===== src/rtl/spi_pkg.sv =====
// Shared types and helpers for the multi-lane SPI transmit path.
// Also reused by the RX-side loopback checker.
package spi_pkg;

    typedef enum logic [1:0] {
        SPI_SINGLE = 2'd0,
        SPI_DUAL   = 2'd1,
        SPI_QUAD   = 2'd2,
        SPI_RSVD   = 2'd3
    } spi_mode_e;

    typedef enum logic {
        TX_IDLE     = 1'b0,
        TX_TRANSMIT = 1'b1
    } spi_tx_state_e;

    // Reserved mode behaves as single lane.
    function automatic logic [2:0] lanes_per_mode(input spi_mode_e mode);
        case (mode)
            SPI_DUAL: return 3'd2;
            SPI_QUAD: return 3'd4;
            default:  return 3'd1;
        endcase
    endfunction

    function automatic logic [1:0] lanes_log2(input spi_mode_e mode);
        case (mode)
            SPI_DUAL: return 2'd1;
            SPI_QUAD: return 2'd2;
            default:  return 2'd0;
        endcase
    endfunction

endpackage


===== src/rtl/spi_tx_lane_map.sv =====
// Maps the edge nibbles of the shift register onto the four SDO lanes
// according to lane mode and bit ordering; unused lanes drive 0.
module spi_tx_lane_map
    import spi_pkg::*;
(
    input  logic [3:0] i_msb_nib,
    input  logic [3:0] i_lsb_nib,
    input  spi_mode_e  i_mode,
    input  logic       i_lsb_first,
    output logic [3:0] o_sdo
);

    always_comb begin
        o_sdo = 4'b0000;
        if (i_lsb_first) begin
            case (i_mode)
                SPI_QUAD: o_sdo      = i_lsb_nib;
                SPI_DUAL: o_sdo[1:0] = i_lsb_nib[1:0];
                default:  o_sdo[0]   = i_lsb_nib[0];
            endcase
        end else begin
            case (i_mode)
                SPI_QUAD: o_sdo      = i_msb_nib;
                SPI_DUAL: o_sdo[1:0] = i_msb_nib[3:2];
                default:  o_sdo[0]   = i_msb_nib[3];
            endcase
        end
    end

endmodule


===== src/rtl/spi_tx_multi.sv =====
// SPI master transmit engine: serialises DATA_W-bit words over 1/2/4 lanes,
// refilling from a valid/ready source and flagging missed refills.
module spi_tx_multi
    import spi_pkg::*;
#(
    parameter int unsigned DATA_W = 32,
    parameter int unsigned CNT_W  = 16
) (
    input  logic              clk,
    input  logic              rst,
    input  logic              en,
    input  logic              tx_edge,
    input  logic [1:0]        mode_in,
    input  logic              lsb_first_in,
    input  logic [CNT_W-1:0]  counter_in,
    input  logic              counter_in_upd,
    input  logic [DATA_W-1:0] data,
    input  logic              data_valid,
    output logic              data_ready,
    output logic [3:0]        sdo,
    output logic              clk_en_o,
    output logic              tx_done,
    output logic              tx_underrun,
    output logic              busy
);

    localparam int unsigned WB_W = $clog2(DATA_W);
    localparam logic [WB_W-1:0] BPW1_M1 = WB_W'(DATA_W - 1);
    localparam logic [WB_W-1:0] BPW2_M1 = WB_W'(DATA_W / 2 - 1);
    localparam logic [WB_W-1:0] BPW4_M1 = WB_W'(DATA_W / 4 - 1);

    spi_tx_state_e     r_state;
    spi_tx_state_e     w_state_next;
    logic [DATA_W-1:0] r_shift;
    spi_mode_e         r_mode;
    logic              r_lsb_first;
    logic [CNT_W-1:0]  r_beat;
    logic [WB_W-1:0]   r_wbeat;
    logic [CNT_W-1:0]  r_target;

    logic [2:0]        w_lanes;
    logic [WB_W-1:0]   w_bpw_m1;
    logic              w_done;
    logic              w_boundary;
    logic              w_load;
    logic              w_advance;
    logic              w_clr_beat;
    logic              w_clr_wbeat;

    assign w_lanes = lanes_per_mode(r_mode);

    always_comb begin
        case (r_mode)
            SPI_QUAD: w_bpw_m1 = BPW4_M1;
            SPI_DUAL: w_bpw_m1 = BPW2_M1;
            default:  w_bpw_m1 = BPW1_M1;
        endcase
    end

    assign w_done     = (r_beat == r_target - CNT_W'(1));
    assign w_boundary = (r_wbeat == w_bpw_m1);
    assign busy       = (r_state == TX_TRANSMIT);

    always_comb begin
        w_state_next = r_state;
        data_ready   = 1'b0;
        clk_en_o     = 1'b0;
        tx_done      = 1'b0;
        tx_underrun  = 1'b0;
        w_load       = 1'b0;
        w_advance    = 1'b0;
        w_clr_beat   = 1'b0;
        w_clr_wbeat  = 1'b0;
        case (r_state)
            TX_IDLE: begin
                if (en && data_valid && (r_target != '0)) begin
                    data_ready   = 1'b1;
                    w_load       = 1'b1;
                    w_clr_beat   = 1'b1;
                    w_clr_wbeat  = 1'b1;
                    w_state_next = TX_TRANSMIT;
                end
            end
            TX_TRANSMIT: begin
                clk_en_o = 1'b1;
                if (tx_edge) begin
                    w_advance = 1'b1;
                    // Done wins over a coincident word boundary.
                    if (w_done) begin
                        tx_done     = 1'b1;
                        w_clr_beat  = 1'b1;
                        w_clr_wbeat = 1'b1;
                        if (en && data_valid) begin
                            data_ready = 1'b1;
                            w_load     = 1'b1;
                        end else begin
                            clk_en_o     = 1'b0;
                            w_state_next = TX_IDLE;
                        end
                    end else if (w_boundary) begin
                        if (data_valid) begin
                            data_ready  = 1'b1;
                            w_load      = 1'b1;
                            w_clr_wbeat = 1'b1;
                        end else begin
                            tx_underrun  = 1'b1;
                            clk_en_o     = 1'b0;
                            w_state_next = TX_IDLE;
                        end
                    end
                end
            end
            default: w_state_next = TX_IDLE;
        endcase
        // The FIFO must never see an accept while the engine is held in reset.
        if (rst) begin
            data_ready = 1'b0;
        end
    end

    always_ff @(posedge clk or posedge rst) begin
        if (rst) begin
            r_state <= TX_IDLE;
        end else begin
            r_state <= w_state_next;
        end
    end

    always_ff @(posedge clk or posedge rst) begin
        if (rst) begin
            r_shift     <= '0;
            r_mode      <= SPI_SINGLE;
            r_lsb_first <= 1'b0;
            r_beat      <= '0;
            r_wbeat     <= '0;
            r_target    <= CNT_W'(8);
        end else begin
            if (w_load) begin
                r_shift     <= data;
                r_mode      <= spi_mode_e'(mode_in);
                r_lsb_first <= lsb_first_in;
            end else if (w_advance) begin
                r_shift <= r_lsb_first ? (r_shift >> w_lanes) : (r_shift << w_lanes);
            end

            if (w_clr_beat) begin
                r_beat <= '0;
            end else if (w_advance) begin
                r_beat <= r_beat + CNT_W'(1);
            end

            if (w_clr_wbeat) begin
                r_wbeat <= '0;
            end else if (w_advance) begin
                r_wbeat <= r_wbeat + WB_W'(1);
            end

            // Target uses the mode presented alongside the update, not the latched one.
            if ((r_state == TX_IDLE) && counter_in_upd) begin
                r_target <= counter_in >> lanes_log2(spi_mode_e'(mode_in));
            end
        end
    end

    spi_tx_lane_map u_lane_map (
        .i_msb_nib   (r_shift[DATA_W-1 -: 4]),
        .i_lsb_nib   (r_shift[3:0]),
        .i_mode      (r_mode),
        .i_lsb_first (r_lsb_first),
        .o_sdo       (sdo)
    );

endmodule


===== config.mk =====
export PLATFORM = sky130hd
export DESIGN_NAME = spi_tx_multi
export DESIGN_NICKNAME = d
export VERILOG_FILES = /design/src/rtl/spi_pkg.sv /design/src/rtl/spi_tx_lane_map.sv /design/src/rtl/spi_tx_multi.sv
export SDC_FILE = /design/constraint.sdc
export NUM_CORES = 1
export LEC_CHECK = 0
export ABC_AREA = 0
export CAP_MARGIN = 20
export CORE_MARGIN = 3
export CORE_UTILIZATION = 35
export CTS_CLUSTER_SIZE = 20
export DETAILED_ROUTE_END_ITERATION = 12
export GPL_TIMING_DRIVEN = 0
export PLACE_DENSITY_LB_ADDON = 0.2
export SLEW_MARGIN = 10
export SYNTH_ARGS = -nofsm -noshare
export SYNTH_HDL_FRONTEND = slang
export SYNTH_HIERARCHICAL = 1
export SYNTH_SLANG_ARGS = --single-unit
export TNS_END_PERCENT = 100

===== constraint.sdc =====
create_clock -name clk -period 5 [get_ports clk]
set_input_delay 1 -clock clk [delete_from_list [all_inputs] [get_ports clk]]
set_output_delay 1 -clock clk [all_outputs]
set_load 0.02 [all_outputs]

==> results_tabular.tex <==
\begin{tabular}{lr}
\hline
Metric & Value \\
\hline
\multicolumn{2}{l}{\textbf{Status}} \\
\quad Run status & finished clean \\
\multicolumn{2}{l}{\textbf{STA}} \\
\quad Final number of setup-violating endpoints & 0 \\
\quad Ratio of final minimum period to clock period & 95.01\% \\
\quad Post-route setup TNS & 0 ns \\
\quad PnR worst setup slack & 0.2494 ns \\
\quad Fmax & 210.5 MHz \\
\quad Unrepaired setup endpoints after global routing & no \\
\quad Skew final & 0.009657 ns \\
\quad Worst slew margin & 36.96\% \\
\quad Fin crit period & 4.751 ns \\
\quad Final Max Tran Viols & 0 \\
\quad Hold Vio Cnt, Final & 0 \\
\quad Transition at the pin with the smallest max-transition slack & 0.9421 ns \\
\multicolumn{2}{l}{\textbf{Cells and area}} \\
\quad Post-route core utilization & 42.83\% \\
\quad Filler cells & 2040 \\
\quad Antenna diodes & 0 \\
\quad Layout Area Growth over Synthesis & 18.81\% \\
\quad Nets & roughly 930 \\
\quad Layout cells sized above 1 & between 10\% and 20\% \\
\multicolumn{2}{l}{\textbf{Job}} \\
\quad Number of max-cap violations & 0 \\
\multicolumn{2}{l}{\textbf{Synthesis}} \\
\quad Leading cell types by count after synthesis & nand2\_1, mux2i\_1, dfrtp\_1, nor2\_1, o21ai\_0 \\
\quad Number of synthesis warnings & 6 \\
\quad Post-synthesis sequential element count & 73 \\
\quad Post-Syn Area & 7086 um2 \\
\quad Proportion of synthesized chip area in sequential cells & 25.80\% \\
\quad Cell types with the largest area share after synthesis & dfrtp\_1, mux4\_2, mux2i\_1, nand2\_1, o31ai\_2 \\
\quad Number of distinct standard cells referenced by the synthesized netlist & 70 \\
\quad Cell with the most instances after synthesis & nand2\_1 \\
\quad Cells after synthesis & 783 \\
\quad Library cell with the largest summed area after synthesis & dfrtp\_1 \\
\quad Prevailing post-synth register cell & dfrtp\_1 \\
\quad Share of synthesized flip-flops with an asynchronous set or reset & between 90\% and 100\% \\
\quad Net count after synthesis & 849 \\
\quad Average footprint of a synthesized cell & between 9 and 10 um2 \\
\quad Post-synth EDFFs & 0 \\
\quad Share of the synthesized area in the top cell type & $\sim$25\% \\
\multicolumn{2}{l}{\textbf{Floorplan}} \\
\quad Row count & 51 \\
\quad Total I/O pin count & between 60 and 70 \\
\quad Die Outline Area & roughly 22000 um2 \\
\quad Die H & 148.3 um \\
\quad Initial standard-cell utilization of the core & 36.05\% \\
\quad Die boundary width & 148.3 um \\
\quad Core region area & 19650 um2 \\
\multicolumn{2}{l}{\textbf{Route}} \\
\quad Post-detailed-routing wire length & around 22000 um \\
\quad Number of vias in the routed layout & 6410 \\
\quad Count of nets left with antenna violations after detail routing & 0 \\
\quad Via density per instance & approximately 5.7 \\
\quad Number of design rule violations left after detail routing & 0 \\
\quad TritonRoute pass-1 iters & 4 \\
\quad Routed length per placed instance & $\sim$19 um \\
\quad Initial detailed-routing violation count & 501 \\
\multicolumn{2}{l}{\textbf{Clock network}} \\
\quad Clk pin slew, worst setup/hold paths & 0.06 ns \\
\quad Clock root buffer & clkbuf\_16 \\
\quad Clock sinks & 73 \\
\quad Count of hold-fix buffers inserted at cts & 0 \\
\quad Maximum clock path buffer count & 2 \\
\quad Clock tree from TritonCTS & yes \\
\quad Cts bufs inserted & 9 \\
\quad H-tree depth & 3 \\
\quad Skew-Pair Late Insertion Delay & between 0.3 and 0.4 ns \\
\multicolumn{2}{l}{\textbf{Place}} \\
\quad Port Buffers & 64 \\
\quad Sum of net half-perimeters after detailed placement & 16550 um \\
\quad Placer Congestion & 0.9132 \\
\quad Worst slack after detailed placement & 0.06529 ns \\
\multicolumn{2}{l}{\textbf{Setup path}} \\
\quad Worst setup EP type & output pin \\
\quad R2r startpoint & r\_mode[0]\$\_DFFE\_PP0P\_ \\
\quad Worst path max stage delay & between 0.5 and 0.6 ns \\
\quad Combined buffer and inverter count along the critical path & 2 \\
\quad Slack of the worst reg-to-reg path & 1.25 ns \\
\quad Capturing instance or port of the critical path & data\_ready \\
\quad Critical-path cell with the highest stage delay & clkdlybuf4s50\_1 \\
\quad Critical path required time & around 4.0 ns \\
\quad Depth of the most critical reg-to-reg path & 12 \\
\quad Crit-path leading delay family & simple AND/OR/NAND/NOR gates \\
\quad Critical path type & reg -> out \\
\quad Crit. Startpoint & r\_target[0]\$\_DFFE\_PP0P\_ \\
\quad Path length in cells of the critical path & 11 \\
\quad Reg-to-reg endpoint & r\_shift[5]\$\_DFFE\_PP0P\_ \\
\quad Cell Chain, Critical Path & inv\_1 -> ha\_2 -> or3b\_2 -> or2\_1 -> a311o\_1 -> a21oi\_2 -> nor4\_4 -> mux2\_4 -> nor2\_2 -> nor2\_1 -> clkdlybuf4s50\_1 \\
\quad Critical Path Fanout Max & 8 \\
\quad Arrival time of data at the critical path endpoint & 3.75 ns \\
\quad Worst Setup Start Kind & flop \\
\multicolumn{2}{l}{\textbf{Hold path}} \\
\quad Hold Crit Class & reg -> reg \\
\quad Startpoint of the tightest hold check path & r\_wbeat[0]\$\_DFFE\_PP0P\_ \\
\multicolumn{2}{l}{\textbf{GRT}} \\
\quad Global-route wire length before repair & 35100 um \\
\quad GRT Overall Usage & between 10\% and 20\% \\
\quad Vias in the first global route & 6392 \\
\quad Maximum number of pins on one net before global-route repair & 52 \\
\quad Antenna violations before repair & 0 \\
\quad Aggregate global routing overflow & 0 \\
\multicolumn{2}{l}{\textbf{Power and ir drop}} \\
\quad Cell Pwr Density & 681.6 nW/um2 \\
\quad Leakage power summed over all cells & 3.325 nW \\
\quad Largest voltage drop on the vdd net & about 0.00028 V \\
\quad Final Total Pwr & 5.738 mW \\
\hline
\end{tabular}
[timing repair]
item / 4_1_cts / 5_1_grt
gates resized for setup: 1 / 3
endpoints found under the setup margin: 1 / 2
buffers inserted: 1 / 0
endpoints found under the hold margin: 0 / 0
pin swaps: 1 / 0
[power breakdown]
part           switching (mW)  internal (mW)
logic                    2.06           1.81
clock network           0.268          0.412
registers               0.366          0.820
total                    2.70           3.04
[placed cells by master (no fill, tap or decap), types with 21 or more instances in the layout]
cell type / n
o31ai_2: 24
nor2_1: 68
nand2_1: 80
mux2i_1: 73
xor2_1: 21
o21ai_0: 43
dfrtp_1: 72
mux4_2: 37
clkdlybuf4s50_1: 64
clkbuf_1: 40
a21oi_1: 34
nor3_1: 38
[per-stage QoR]
stage               std cells  hold slack, ns  cell area, um2
floorplan                 783          0.4795            7086
global placement         1112          0.5163            8058
detailed placement       1113          0.5206            8088
CTS                      1130          0.5317            8407
global route             1130          0.5694            8418
finish                   1130          0.5313            8418
[how the worst min path moves through the flow]
stage | endpoint | slack, ns | cells after the start
detailed placement | r_wbeat[0]$_DFFE_PP0P_ | 0.52 | 1
floorplan | r_wbeat[0]$_DFFE_PP0P_ | 0.48 | 1
finish | r_wbeat[0]$_DFFE_PP0P_ | 0.53 | 1
global route | r_wbeat[0]$_DFFE_PP0P_ | 0.57 | 1
CTS | r_wbeat[0]$_DFFE_PP0P_ | 0.53 | 1
global placement | r_wbeat[0]$_DFFE_PP0P_ | 0.52 | 1
[sequential cells by signal (all words and copies together) (netlist names)]
signal       flops
r_shift         32
r_beat          16
r_target        16
r_wbeat          5
r_mode           2
busy             1
r_lsb_first      1
[layer usage]
layer	vias up	part of all wire (%)	wire length, um	GRT usage, %
li1	3043	-	-	-
met1	3162	45	9758	27.17
met2	180	49	10580	33.02
met3	25	4.4	952	3.077
met4	0	1.6	337	5.127
met5	-	0	0	0
[cell families after synthesis]
logic type | after synthesis | synth area share [%]
AND/OR/NAND/NOR | 283 | 19.69
AO/OA/AOI/OAI | 172 | 17.94
multiplexers | 130 | 25.46
buffers and inverters | 77 | 4.697
flip-flops | 73 | 25.80
XOR/XNOR | 39 | 4.821
adder cells (fa/ha/maj) | 9 | 1.589
[cell type report]
class	count	area [um2]	area share (%)
tap	265	331.6	3.939
timing repair buffer	66	675.6	8.026
sequential	73	1828	21.72
inverter	17	66.31	0.7878
multi-input combinational	633	4941	58.70
clock buffer	11	252.7	3.002
clock inverter	5	53.80	0.6391
buffer	60	269.0	3.196
[worst reg2reg max path: stages, from the launching register on]
cell,delay [ns]
dfrtp_1,0.44
inv_1,0.09
ha_1,0.28
clkbuf_1,0.52
buf_2,0.45
clkinv_1,0.32
buf_1,0.39
o21ai_0,0.39
nor2_1,0.07
o21ai_0,0.17
o21ai_0,0.15
or3_1,0.34
nand3_1,0.08
No activity file was read; power rests on OpenSTA's default activity.
